==> config.mk <==
export PLATFORM = sky130hd
export DESIGN_NAME = integer_seq_alu
export DESIGN_NICKNAME = d
export VERILOG_FILES = /design/src/rtl/integer_seq_alu.sv
export SDC_FILE = /design/constraint.sdc
export NUM_CORES = 1
export LEC_CHECK = 0
export BUFFER_PORTS_ARGS = -buffer_cell sky130_fd_sc_hd__buf_2
export CORE_MARGIN = 3
export CORE_UTILIZATION = 41
export DETAILED_ROUTE_END_ITERATION = 12
export PLACE_DENSITY = 0.58
export REMOVE_ABC_BUFFERS = 1
export SYNTH_ARGS = -nofsm -noshare
export SYNTH_HDL_FRONTEND = slang
export SYNTH_SLANG_ARGS = --single-unit
==> constraint.sdc <==
create_clock -name clk -period 10.1 [get_ports clk]
set_input_delay 0 -clock clk [delete_from_list [all_inputs] [get_ports clk]]
set_output_delay 0 -clock clk [all_outputs]
set_load 0.1 [all_outputs]
==> src/rtl/integer_seq_alu.sv <==
// integer_seq_alu: sequential integer ALU with valid/ready handshake on both sides.
// Single-cycle ops (add/sub, shifts, compares, logic, address adds, branch compares)
// complete with latency 1; results are held in DONE until the consumer takes them.
// Optional feature macro: RISCUINHO_ALU_MDIV_EN adds DIV/DIVU/REM/REMU as an iterative
// restoring divider that spends DATA_WIDTH cycles in EXEC. Without it, EXEC is never
// entered and busy is tied low.
module integer_seq_alu #(
  parameter int DATA_WIDTH = 32,
  parameter int SHAMT_W    = $clog2(DATA_WIDTH)
) (
  input  logic                  clk,
  input  logic                  reset,
  input  logic                  in_valid,
  output logic                  in_ready,
  input  logic [15:0]           alu_op,
  input  logic [DATA_WIDTH-1:0] A,
  input  logic [DATA_WIDTH-1:0] B,
  output logic                  out_valid,
  input  logic                  out_ready,
  output logic [DATA_WIDTH-1:0] out,
  output logic                  branch,
  output logic                  busy
);

  localparam logic [6:0] OPC_OP     = 7'b0110011;
  localparam logic [6:0] OPC_IMM    = 7'b0010011;
  localparam logic [6:0] OPC_LOAD   = 7'b0000011;
  localparam logic [6:0] OPC_STORE  = 7'b0100011;
  localparam logic [6:0] OPC_BRANCH = 7'b1100011;
  localparam logic [5:0] F7_BASE    = 6'b000000;
  localparam logic [5:0] F7_ALT     = 6'b100000;
`ifdef RISCUINHO_ALU_MDIV_EN
  localparam logic [5:0] F7_MDIV    = 6'b000001;
  localparam int         CNT_W      = $clog2(DATA_WIDTH) + 1;
`endif

  typedef enum logic [1:0] {
    IDLE = 2'd0,
    EXEC = 2'd1,
    DONE = 2'd2
  } state_e;

  state_e                state_q, state_d;
  logic [DATA_WIDTH-1:0] out_q, out_d;
  logic                  branch_q, branch_d;

  logic [5:0]            funct7;
  logic [2:0]            funct3;
  logic [6:0]            opcode;
  logic [SHAMT_W-1:0]    shamt;
  logic [DATA_WIDTH-1:0] sum, diff;
  logic                  lt_s, lt_u, eq;
  logic [DATA_WIDTH-1:0] alu_res;
  logic                  br_cond, br_taken;
  logic                  accept;

  assign {funct7, funct3, opcode} = alu_op;
  assign shamt = B[SHAMT_W-1:0];
  assign sum   = A + B;
  assign diff  = A - B;
  assign lt_s  = $signed(A) < $signed(B);
  assign lt_u  = A < B;
  assign eq    = (A == B);

`ifdef RISCUINHO_ALU_MDIV_EN
  logic                  div_op;
  logic                  dsigned, a_neg, b_neg;
  logic [DATA_WIDTH-1:0] quo_q, quo_d, rem_q, rem_d, dvs_q, dvs_d;
  logic [CNT_W-1:0]      cnt_q, cnt_d;
  logic                  sel_rem_q, sel_rem_d;
  logic                  quo_neg_q, quo_neg_d;
  logic                  rem_neg_q, rem_neg_d;
  logic [DATA_WIDTH:0]   trial;
  logic [DATA_WIDTH-1:0] step_sub, step_quo, step_rem, div_res;
  logic                  div_last;
`endif

  // Decode the offered op; produce its single-cycle result and raw branch condition.
  always_comb begin
    // NOTE: every output of a combinational block gets a default first, so no path can infer a latch.
    alu_res = '0;
    br_cond = 1'b0;
`ifdef RISCUINHO_ALU_MDIV_EN
    div_op  = 1'b0;
`endif
    case (opcode)
      OPC_OP: begin
        if (funct7 == F7_BASE) begin
          case (funct3)
            3'b000:  alu_res = sum;
            3'b001:  alu_res = A << shamt;
            3'b010:  alu_res = {{(DATA_WIDTH-1){1'b0}}, lt_s};
            3'b011:  alu_res = {{(DATA_WIDTH-1){1'b0}}, lt_u};
            3'b100:  alu_res = A ^ B;
            3'b101:  alu_res = A >> shamt;
            3'b110:  alu_res = A | B;
            default: alu_res = A & B;
          endcase
        end else if (funct7 == F7_ALT) begin
          case (funct3)
            3'b000:  alu_res = diff;
            3'b101:  alu_res = $unsigned($signed(A) >>> shamt);
            default: ;
          endcase
        end
`ifdef RISCUINHO_ALU_MDIV_EN
        else if (funct7 == F7_MDIV) begin
          div_op = funct3[2];
        end
`endif
      end
      OPC_IMM: begin
        case (funct3)
          3'b000:  alu_res = sum;
          3'b001:  alu_res = A << shamt;
          3'b010:  alu_res = {{(DATA_WIDTH-1){1'b0}}, lt_s};
          3'b011:  alu_res = {{(DATA_WIDTH-1){1'b0}}, lt_u};
          3'b100:  alu_res = A ^ B;
          3'b101:  alu_res = funct7[5] ? $unsigned($signed(A) >>> shamt) : (A >> shamt);
          3'b110:  alu_res = A | B;
          default: alu_res = A & B;
        endcase
      end
      OPC_LOAD, OPC_STORE: alu_res = sum;
      OPC_BRANCH: begin
        case (funct3)
          3'b000:  begin alu_res = sum; br_cond = eq;    end
          3'b001:  begin alu_res = sum; br_cond = !eq;   end
          3'b100:  begin alu_res = sum; br_cond = lt_s;  end
          3'b101:  begin alu_res = sum; br_cond = !lt_s; end
          3'b110:  begin alu_res = sum; br_cond = lt_u;  end
          3'b111:  begin alu_res = sum; br_cond = !lt_u; end
          default: ;
        endcase
      end
      default: ;
    endcase
  end

  // Clean the branch flag: an unknown compare falls through to "not taken".
  always_comb begin
    if (br_cond) br_taken = 1'b1;
    else         br_taken = 1'b0;
  end

`ifdef RISCUINHO_ALU_MDIV_EN
  // Operand conditioning at accept and one restoring-division step per EXEC cycle.
  always_comb begin
    dsigned  = !funct3[0];
    a_neg    = dsigned && A[DATA_WIDTH-1];
    b_neg    = dsigned && B[DATA_WIDTH-1];
    trial    = {rem_q, quo_q[DATA_WIDTH-1]};
    step_sub = trial[DATA_WIDTH-1:0] - dvs_q;
    if (trial >= {1'b0, dvs_q}) begin
      step_rem = step_sub;
      step_quo = {quo_q[DATA_WIDTH-2:0], 1'b1};
    end else begin
      step_rem = trial[DATA_WIDTH-1:0];
      step_quo = {quo_q[DATA_WIDTH-2:0], 1'b0};
    end
    if (sel_rem_q) div_res = rem_neg_q ? -step_rem : step_rem;
    else           div_res = quo_neg_q ? -step_quo : step_quo;
    div_last = (cnt_q == CNT_W'(DATA_WIDTH - 1));
  end
`endif

  assign in_ready  = (state_q == IDLE) || ((state_q == DONE) && out_ready);
  assign accept    = in_valid && in_ready;
  assign out_valid = (state_q == DONE);
  assign out       = out_q;
  assign branch    = branch_q;
`ifdef RISCUINHO_ALU_MDIV_EN
  assign busy      = (state_q == EXEC);
`else
  assign busy      = 1'b0;
`endif

  // Next-state and next-result logic for the IDLE/EXEC/DONE handshake FSM.
  always_comb begin
    state_d  = state_q;
    out_d    = out_q;
    branch_d = branch_q;
`ifdef RISCUINHO_ALU_MDIV_EN
    quo_d     = quo_q;
    rem_d     = rem_q;
    dvs_d     = dvs_q;
    cnt_d     = cnt_q;
    sel_rem_d = sel_rem_q;
    quo_neg_d = quo_neg_q;
    rem_neg_d = rem_neg_q;
`endif
    case (state_q)
      IDLE, DONE: begin
        if (accept) begin
`ifdef RISCUINHO_ALU_MDIV_EN
          if (div_op) begin
            state_d   = EXEC;
            out_d     = '0;
            branch_d  = 1'b0;
            quo_d     = a_neg ? -A : A;
            dvs_d     = b_neg ? -B : B;
            rem_d     = '0;
            cnt_d     = '0;
            sel_rem_d = funct3[1];
            // Divide by zero keeps the raw all-ones quotient; only a real divisor flips sign.
            quo_neg_d = dsigned && (A[DATA_WIDTH-1] ^ B[DATA_WIDTH-1]) && (|B);
            rem_neg_d = a_neg;
          end else
`endif
          begin
            state_d  = DONE;
            out_d    = alu_res;
            branch_d = br_taken;
          end
        end else if ((state_q == DONE) && out_ready) begin
          state_d = IDLE;
        end
      end
`ifdef RISCUINHO_ALU_MDIV_EN
      EXEC: begin
        quo_d = step_quo;
        rem_d = step_rem;
        cnt_d = cnt_q + CNT_W'(1);
        if (div_last) begin
          state_d  = DONE;
          out_d    = div_res;
          branch_d = 1'b0;
        end
      end
`endif
      default: state_d = IDLE;
    endcase
  end

  // State and held-result registers; reset overrides any accept or completion.
  always_ff @(posedge clk) begin
    // NOTE: sequential state uses non-blocking assignments so all flops update from pre-edge values.
    if (reset) begin
      state_q  <= IDLE;
      out_q    <= '0;
      branch_q <= 1'b0;
    end else begin
      state_q  <= state_d;
      out_q    <= out_d;
      branch_q <= branch_d;
    end
  end

`ifdef RISCUINHO_ALU_MDIV_EN
  // Divider working registers; reset clears them so an abandoned divide leaves nothing behind.
  always_ff @(posedge clk) begin
    // NOTE: the divider datapath is reset too; it is a handful of flops, not a memory, and a clean restart is simpler to reason about.
    if (reset) begin
      quo_q     <= '0;
      rem_q     <= '0;
      dvs_q     <= '0;
      cnt_q     <= '0;
      sel_rem_q <= 1'b0;
      quo_neg_q <= 1'b0;
      rem_neg_q <= 1'b0;
    end else begin
      quo_q     <= quo_d;
      rem_q     <= rem_d;
      dvs_q     <= dvs_d;
      cnt_q     <= cnt_d;
      sel_rem_q <= sel_rem_d;
      quo_neg_q <= quo_neg_d;
      rem_neg_q <= rem_neg_d;
    end
  end
`endif

endmodule
After elaboration in Yosys (flattened, before gate mapping)
Cells that the tools add are included.
W data, S select, Z words.
Word-level totals
  register bits: 34
  input bits: 84
  output and inout port bits: 36
  word-level logic and storage cells: 56
Cells by class
  $add $sub $neg: 2
  magnitude comparators: 2
  bitwise logic cells: 4
  reductions and logical operators: 15
  equal/unequal tests: 14
  mux-type cells: 13
  shift operators: 3
Operator list (number)
  $pmux W32 S7: 2
  $mux W32: 4
  $pmux W32 S4: 1
  $lt A32 B32 Y1: 2
  $pmux W32 S2: 1
  $add A32 B32 Y32: 1
  $and A32 B32 Y32: 1
  $eq A32 B32 Y1: 1
  $or A32 B32 Y32: 1
  $shl A32 B5 Y32: 1
  $shr A32 B5 Y32: 1
  $sshr A32 B5 Y32: 1
  $sub A32 B32 Y32: 1
  $xor A32 B32 Y32: 1
  $eq A7 B6 Y1 const B: 2
  $eq A3 B3 Y1 const B: 4
  $eq A7 B2 Y1 const B: 1
  $eq A7 B5 Y1 const B: 1
  $eq A7 B7 Y1 const B: 1
  $eq A3 B2 Y1 const B: 2
  $eq A6 B6 Y1 const B: 1
  $logic_not A6 Y1: 1
  $pmux W1 S6: 1
  $reduce_or A2 Y1: 3
  other kinds (12): 17

Depth between registers and ports, before layout
Gate-level depths: netlist of run 1.
  depth in word-level cells: 5
  mapped depth: 17

Least setup slack after synthesis of run 1
No wires, ideal clock.
  path kind: input-to-reg
  start: in B[2]
  end: reg out_q[29], in the netlist out[29]
  path buffers: 4
  arrival: 3.474 ns
  stages on the path: 16
  path slack: 6.489 ns
  data required time: 9.963 ns
  setup time: 0.137 ns
  cells stage by stage: inv_1 buf_2 buf_1 buf_1 ha_1 buf_6 or3_4 o221ai_4 a21oi_2 o41ai_4 a31oi_2 o41ai_2 xnor2_1 a311oi_1 a21boi_2 a211oi_1
Between the ends
  cells in the longest elaborated chain, start to end: 5
RTL lines
  start: declaration: line 17  | input logic [DATA_WIDTH-1:0] B,
  $sub A32 B32 Y32 or $sshr A32 B5 Y32 (tied branches): line 60, 102, 119
  $pmux W32 S2: line 100  | case (funct3)
  $mux W32: line 99  | end else if (funct7 == F7_ALT) begin
  $mux W32: line 88  | if (funct7 == F7_BASE) begin
  $pmux W32 S4 (*): line 86  | case (opcode)
  end signal: assignment: line 244  | out_q <= out_d;
  end: declaration: line 44  | logic [DATA_WIDTH-1:0] out_q, out_d;
Every way passes the cells marked *; elsewhere a longest branch is shown, timed or not.
A chain may end at the register's enable or synchronous reset.

Worst setup path in the final report of run 1
  start: in B[4]
  end: reg out_q[31], in the netlist out[31]
The elaborated chain is that of the path after synthesis.

==> impl_results.md, run 1 <==
* Peak VDD IR at 0.0613 mV
* FF-to-FF path depth at 8
* Final-report max-slew violation count at 0
* Gp weighted congestion at 1.08
* Global-route wire length before repair at 99,000 um
* Final Power at 1.05 mW
* Largest fanout on the critical path at 44
* Actual slew at the worst max-slew pin at 1340 ps
* Die Wd at 176 um
* Final Hold Viols at 0
* Worst hold slack at 45.9 ps
* Post-synth EDFFs at 0
* Cells on Worst Hold Path at 3
* Reg2reg setup slack at 7770 ps
* RSZ-0062 raised after global routing: no
* FP Rows at 61
* Dpl cells at 2,187
* Pwr/cell area at 82.4 mW/mm^2
* Final min period at 4250 ps
* Worst skew pair latency at 300 ps
* WL final at 70,000 um
* Port bufs at 118
* Synth Cell Area at 0.0119 mm^2
* Min-Delay Endpoint: branch$_SDFFE_PP0P_
* Storage element area at 681 um^2
* Crit. End Element: register
* Mean Syn Cell Area at 6.59 um^2
* DRC errors left at 0
* Critical path class: primary input to register
* Synth Flop Type: dfxtp_1
* HP Class: primary input to register
* Critical register-to-register path startpoint: state_q[1]$_SDFFE_PP0P_
* Hold Crit Start: alu_op[6]
* Cell count after synthesis at 1,799
* Layout Skew at 14.4 ps
* Post-synthesis cell type count at 97
* DP HPWL at 53,300 um
* FMAX at 235 MHz
* Max Buffers Root-to-Sink at 2
* Height of the die at 176 um
* Sequential area share after synthesis at 0.0574
* Vias per cell at 7.13
* Relative slew slack at 0.0914
* DRT iter0 DRCs at 2,572
* Multi-input combinational cell area at 0.0102 mm^2
* Non-Filler Instances at 2,195
* Initial antenna violation count at 2
* Die area at 0.0310 mm^2
* Max cap viols at 0
* Crit path DAT at 4430 ps
* Required @ worst endpoint at 10,290 ps
* All-Layer GR Usage at 0.431
* Final Instance Area at 0.0127 mm^2
* Setup TNS at 0 ps
* Drt wl/cell at 31.9 um
* Critical Path Start: B[4]
* Worst r2r dst: out[28]$_SDFFE_PP0P_
* Cts repair resizes at 0
* I/O Pins at 120
* CTS buffer count at 5
* Grt ovf at 0
* Placed cell areas at 0.0126 mm^2
* Fill count at 3,051
* TritonCTS clock tree: yes
* Via count at 15.6k
* Yosys warning count at 0
* Core ar. at 0.0282 mm^2
* Root Driver: clkbuf_16
* Pleak at 5.29 nW
* Status: complete, no violations
* CTS sink cnt at 34
* ANT nets after route at 0
* Initial DRT Pass Iterations at 8
* Setup violations, final at 0
* Synth async-reset ratio at 0
* Htree depth at 2
* Startpoint type of the worst setup path: primary input
* Clk pin slew, worst setup/hold paths at 60 ps
* Final period util at 0.421
* Largest net degree at the start of global routing at 73
* Initial Util at 0.421
* Area grow syn2layout at 7.41%
* Vias in the first global route at 14.0k
* Synthesized flop and latch total at 34
* Fin nets at 2,000
* Fraction of final layout cells sized beyond drive strength 1 at 0.130
==> cells in the mapped netlist (33+ instances only) <==
| cell | number | area, um^2 |
|---|---|---|
| nor2_1 | 220 | 826 |
| a21oi_1 | 209 | 1050 |
| nand2_1 | 161 | 604 |
| o21ai_0 | 125 | 626 |
| ha_1 | 97 | 1210 |
| inv_1 | 96 | 360 |
| clkbuf_1 | 77 | 289 |
| mux2i_1 | 62 | 621 |
| xnor2_1 | 52 | 455 |
| nor3_1 | 48 | 240 |
| nand3_1 | 39 | 195 |
| o21ai_1 | 36 | 180 |
| dfxtp_1 | 34 | 681 |
| o22ai_1 | 33 | 206 |
==> per-stage QoR <==
step	setup WS, ps	utilization
floorplan	6290	-
global placement	5880	0.447
detailed placement	5810	0.447
CTS	6100	0.452
global route	5730	0.452
finish	5850	0.452
==> report_power, final <==
group | internal (mW) | leakage, nW | switching, mW | total, mW
registers | 0.134 | 0.274 | 0.000162 | 0.134
logic | 0.219 | 4.94 | 0.522 | 0.741
clock network | 0.0962 | 0.0688 | 0.0778 | 0.174
total | 0.450 | 5.29 | 0.600 | 1.05
==> worst max-delay path by stage <==
stage / to / slack [ps] / depth (start not counted)
finish: out[31]$_SDFFE_PP0P_ / 5850 / 12
global route: out[30]$_SDFFE_PP0P_ / 5730 / 16
detailed placement: out[31]$_SDFFE_PP0P_ / 5810 / 12
global placement: branch$_SDFFE_PP0P_ / 5880 / 16
floorplan: out[5]$_SDFFE_PP0P_ / 6290 / 6
CTS: out[31]$_SDFFE_PP0P_ / 6100 / 12
==> layer usage <==
metal | GRT usage | share of wire | vias up | wire length [um]
met2 | 0.610 | 0.39 | 1298 | 27500
met4 | 0.147 | 0.048 | 4 | 3390
met3 | 0.158 | 0.15 | 239 | 10600
met5 | 0 | 0.00060 | - | 42
met1 | 0.600 | 0.41 | 7440 | 28400
li1 | - | - | 6665 | -
==> critical path: stages <==
cell and delay, ps:
buf_2 80, buf_4 400, inv_1 520, ha_1 660, a21oi_1 290, o311ai_2 750
a211oi_2 290, nor4_1 630, nor3_1 150, a21oi_1 230, o2111ai_1 140, a41o_1 270
==> cell type report <==
class / count / share of cell area
inverter: 107 / 0.0315
sequential: 34 / 0.0534
timing repair buffer: 149 / 0.0650
multi-input combinational: 1520 / 0.802
tap: 378 / 0.0371
antenna: 1 / 0.000197
clock buffer: 6 / 0.0109
==> registers in the layout (all words and copies together), names as in the netlist <==
register / flops
branch: 1
out: 32
state_q: 1
==> cell usage in the layout, fill, tap and decap left out, types with 8 or more instances in the layout <==
cell	synthesis	routed
and3_1	11	11
mux2_2	14	14
nor4_1	10	10
ha_1	97	97
o211ai_1	13	13
nand2b_1	16	16
o221ai_1	16	16
dfxtp_1	34	34
nand2_1	161	161
nand3_1	39	39
nor2_1	220	219
a221oi_1	21	21
a211oi_1	30	30
o21ai_1	36	36
o22ai_1	33	33
a31oi_1	16	16
inv_1	96	95
xnor2_1	52	52
and2_1	9	9
o31ai_1	19	19
nor2b_1	11	11
a22oi_1	18	18
mux4_2	29	29
mux2i_1	62	62
inv_2	11	12
xor2_1	8	8
a21o_1	18	18
o21ai_0	125	125
nand4_1	13	13
buf_2	24	117
a22o_1	14	14
or3_1	9	9
a21oi_1	209	208
o21a_1	8	8
nor3_1	48	47
buf_4	5	31
o21bai_1	16	16
==> logic make-up after synthesis <==
kind of cell    Yosys count  synth area share
mux                     106             0.122
flops                    34            0.0574
other cells               1          0.000316
simple gates            575             0.218
fa+ha+maj                99             0.106
xor+xnor                 60            0.0443
buf+inv                 245            0.0824
compound gates          679             0.370
==> what timing repair did <==
| item | CTS | global route |
|---|---|---|
| buffers inserted | 0 | 0 |
| hold buffers | 1 | 0 |
| endpoints found under the hold margin | 1 | 0 |
Note: power is estimated with default switching activity, not from simulation.
==> inputs of run 2 (changes only) <==
--- a/config.mk
+++ b/config.mk
@@ -5,11 +5,12 @@
 export SDC_FILE = /design/constraint.sdc
 export NUM_CORES = 1
 export LEC_CHECK = 0
+export ABC_AREA = 1
 export BUFFER_PORTS_ARGS = -buffer_cell sky130_fd_sc_hd__buf_2
 export CORE_MARGIN = 3
 export CORE_UTILIZATION = 41
 export DETAILED_ROUTE_END_ITERATION = 12
-export PLACE_DENSITY = 0.58
+export PLACE_DENSITY = 0.57
 export REMOVE_ABC_BUFFERS = 1
 export SYNTH_ARGS = -nofsm -noshare
 export SYNTH_HDL_FRONTEND = slang
==> constraint.sdc (replaced) <==
create_clock -name clk -period 4.1 [get_ports clk]
set_input_delay 0 -clock clk [delete_from_list [all_inputs] [get_ports clk]]
set_output_delay 0 -clock clk [all_outputs]
set_load 0.1 [all_outputs]
==> impl_results.md, run 2 <==
* Relative slew slack at 0.292
* Non-Filler Instances at 3,192
* CP peak stage delay at 450 ps
* Pwr/cell area at 184 mW/mm^2
* Synth Flop Type: dfxtp_1
* Die Wd at 188 um
* TritonCTS clock tree: yes
* Commonest cells after routing, fill and taps aside: nand2_1 (977), nand3_1 (500), inv_1 (350), nor2_1 (203), a21oi_1 (167)
* Largest fanout on the critical path at 37
* CTS buffer count at 5
* Synthesized flop and latch total at 34
* Port bufs at 118
* Dpl cells at 3,183
* Placed cell areas at 0.0141 mm^2
* Commonest non-fill, non-tap cell in the layout: nand2_1
* Synth Cell Area at 0.0136 mm^2
* HP Class: primary input to register
* Root Driver: clkbuf_16
* Max reg flops at 32
* Drt wl/cell at 22.4 um
* Cell count after synthesis at 2,738
* # diodes at 0
* Setup TNS at 0 ps
* Final-report max-slew violation count at 0
* Vias per cell at 5.91
* RSZ-0062 raised after global routing: no
* Final core utilization at 0.446
* Final Hold Viols at 0
* Startpoint type of the worst setup path: primary input
* Area grow syn2layout at 5.47%
* I/O Pins at 120
* Grt ovf at 0
* Worst skew pair latency at 320 ps
* All-Layer GR Usage at 0.390
* Initial Util at 0.423
* Crit path DAT at 3180 ps
* FP Rows at 65
* Top cell type by total area after synthesis: nand2_1
* Initial antenna violation count at 2
* Final period util at 0.719
* Synth area leaders: nand2_1 (27%), nand3_1 (18%), inv_1 (9.7%)
* DP HPWL at 56,700 um
* Layout Skew at 8.16 ps
* Die area at 0.0353 mm^2
* CTS sink cnt at 34
* Cts repair resizes at 0
* Required @ worst endpoint at 4330 ps
* ANT nets after route at 0
* Fraction of final layout cells sized beyond drive strength 1 at 0.0758
* Pleak at 8.14 nW
* Post-synth EDFFs at 0
* Post-CTS Hold Buffers at 1
* Via count at 18.9k
* Core ar. at 0.0320 mm^2
* Status: complete, no violations
* Gp weighted congestion at 1.13
* Setup violations, final at 0
* DRT iter0 DRCs at 3,290
* Post-CTS Setup Bufs at 0
* Mean Syn Cell Area at 4.95 um^2
* WL final at 71,400 um
* Post-synth top area share at 0.271
* Height of the die at 188 um
* DRC errors left at 0
* Final min period at 2950 ps
* Yosys warning count at 0
* Largest net degree at the start of global routing at 75
* Fin nets at 2,939
* Sequential area share after synthesis at 0.0502
* Reg2reg setup slack at 2070 ps
* FMAX at 339 MHz
* Crit. End Element: register
* Max cap viols at 0
* Actual slew at the worst max-slew pin at 1060 ps
* Initial DRT Pass Iterations at 7
* Clk pin slew, worst setup/hold paths at 70 ps
* Most frequent cell after synthesis: nand2_1
* Critical path, cell by cell: buf_2 > buf_4 > ha_1 > fa_1 > inv_1 > nand2_1 > o21ai_2 > nand2_1 > nand3_2 > nand2_1 > nand2_1 > nand2_1 > nand3_1 > nand2_1 > o211ai_1 > nand2_1 > a21oi_1
* Vias in the first global route at 17.1k
* Fill count at 3,758
* Peak VDD IR at 0.194 mV
* Final Power at 2.64 mW
* Critical path class: primary input to register
* Max Buffers Root-to-Sink at 2
* Global-route wire length before repair at 105,000 um
* Most used cell, CP: nand2_1
* Synth async-reset ratio at 0
* Top cells by count, synth: nand2_1 (977), nand3_1 (501), inv_1 (352)
* Slowest-stage cell, CP: fa_1
* Final Instance Area at 0.0143 mm^2
* Htree depth at 2
* Post-synthesis cell type count at 56
run 2: cell types whose count changed in the layout (fill, tap and decap cells not counted), sizes merged, moves of 51 or more:
| cell | before | now |
|---|---|---|
| inv | 107 | 363 |
| mux2i | 62 | 0 |
| nand2 | 161 | 981 |
| nand3 | 39 | 509 |
| o21ai | 161 | 89 |
| xnor2 | 52 | 1 |
run 2: critical path, delay by kind of cell:
kind                       cells  cell delay, ps
AOI/OAI and AO/OA              3             850
and+or+nand+nor                9            1040
buffers and inverters          3             550
adders and majority gates      2             720
run 2: cell families (layout without fill, tap and decap cells):
family,after synthesis,after routing,synth area share
AND/OR/NAND/NOR,1779,1779,0.562
buffers and inverters,500,519,0.159
AO/OA/AOI/OAI,315,315,0.129
adder cells (fa/ha/maj),99,99,0.0925
flip-flops,34,34,0.0502
XOR/XNOR,10,10,0.00701
other,1,1,0.000277
run 2: metrics by stage:
step	hold slack [ps]	setup WS [ps]
floorplan	62.4	532
global placement	299	996
detailed placement	302	973
CTS	143	1290
global route	195	1000
finish	162	1150
run 2: power by group:
| part | total, mW | leakage, nW | internal, mW | switching (mW) |
|---|---|---|---|---|
| logic | 1.80 | 7.78 | 0.477 | 1.32 |
| registers | 0.334 | 0.274 | 0.333 | 0.00156 |
| clock network | 0.502 | 0.0836 | 0.287 | 0.215 |
run 2: final timing paths:
path | start | end | cells after the start
worst max-delay path | B[0] | branch$_SDFFE_PP0P_ | 17
worst min-delay path | alu_op[5] | branch$_SDFFE_PP0P_ | 5
worst max register to register | state_q[1]$_SDFFE_PP0P_ | out[30]$_SDFFE_PP0P_ | 7
worst min register to register | out[6]$_SDFFE_PP0P_ | out[6]$_SDFFE_PP0P_ | 2
run 2: final cells by class:
class                           instances  area, um^2  area share
Tap cell                              435         544      0.0381
Inverter                              365        1380      0.0962
Timing Repair Buffer                  146         803      0.0562
Sequential cell                        34         681      0.0476
Clock buffer                            5         125     0.00875
Clock inverter                          3        40.0     0.00280
Multi-Input combinational cell       2204       10700       0.750
run 2: per-layer routing:
layer	vias up	routed length [um]	GRT usage
met2	1389	28300	0.565
met5	-	11	0
met4	2	6620	0.283
met3	261	9290	0.0924
li1	8787	-	-
met1	8415	27100	0.503
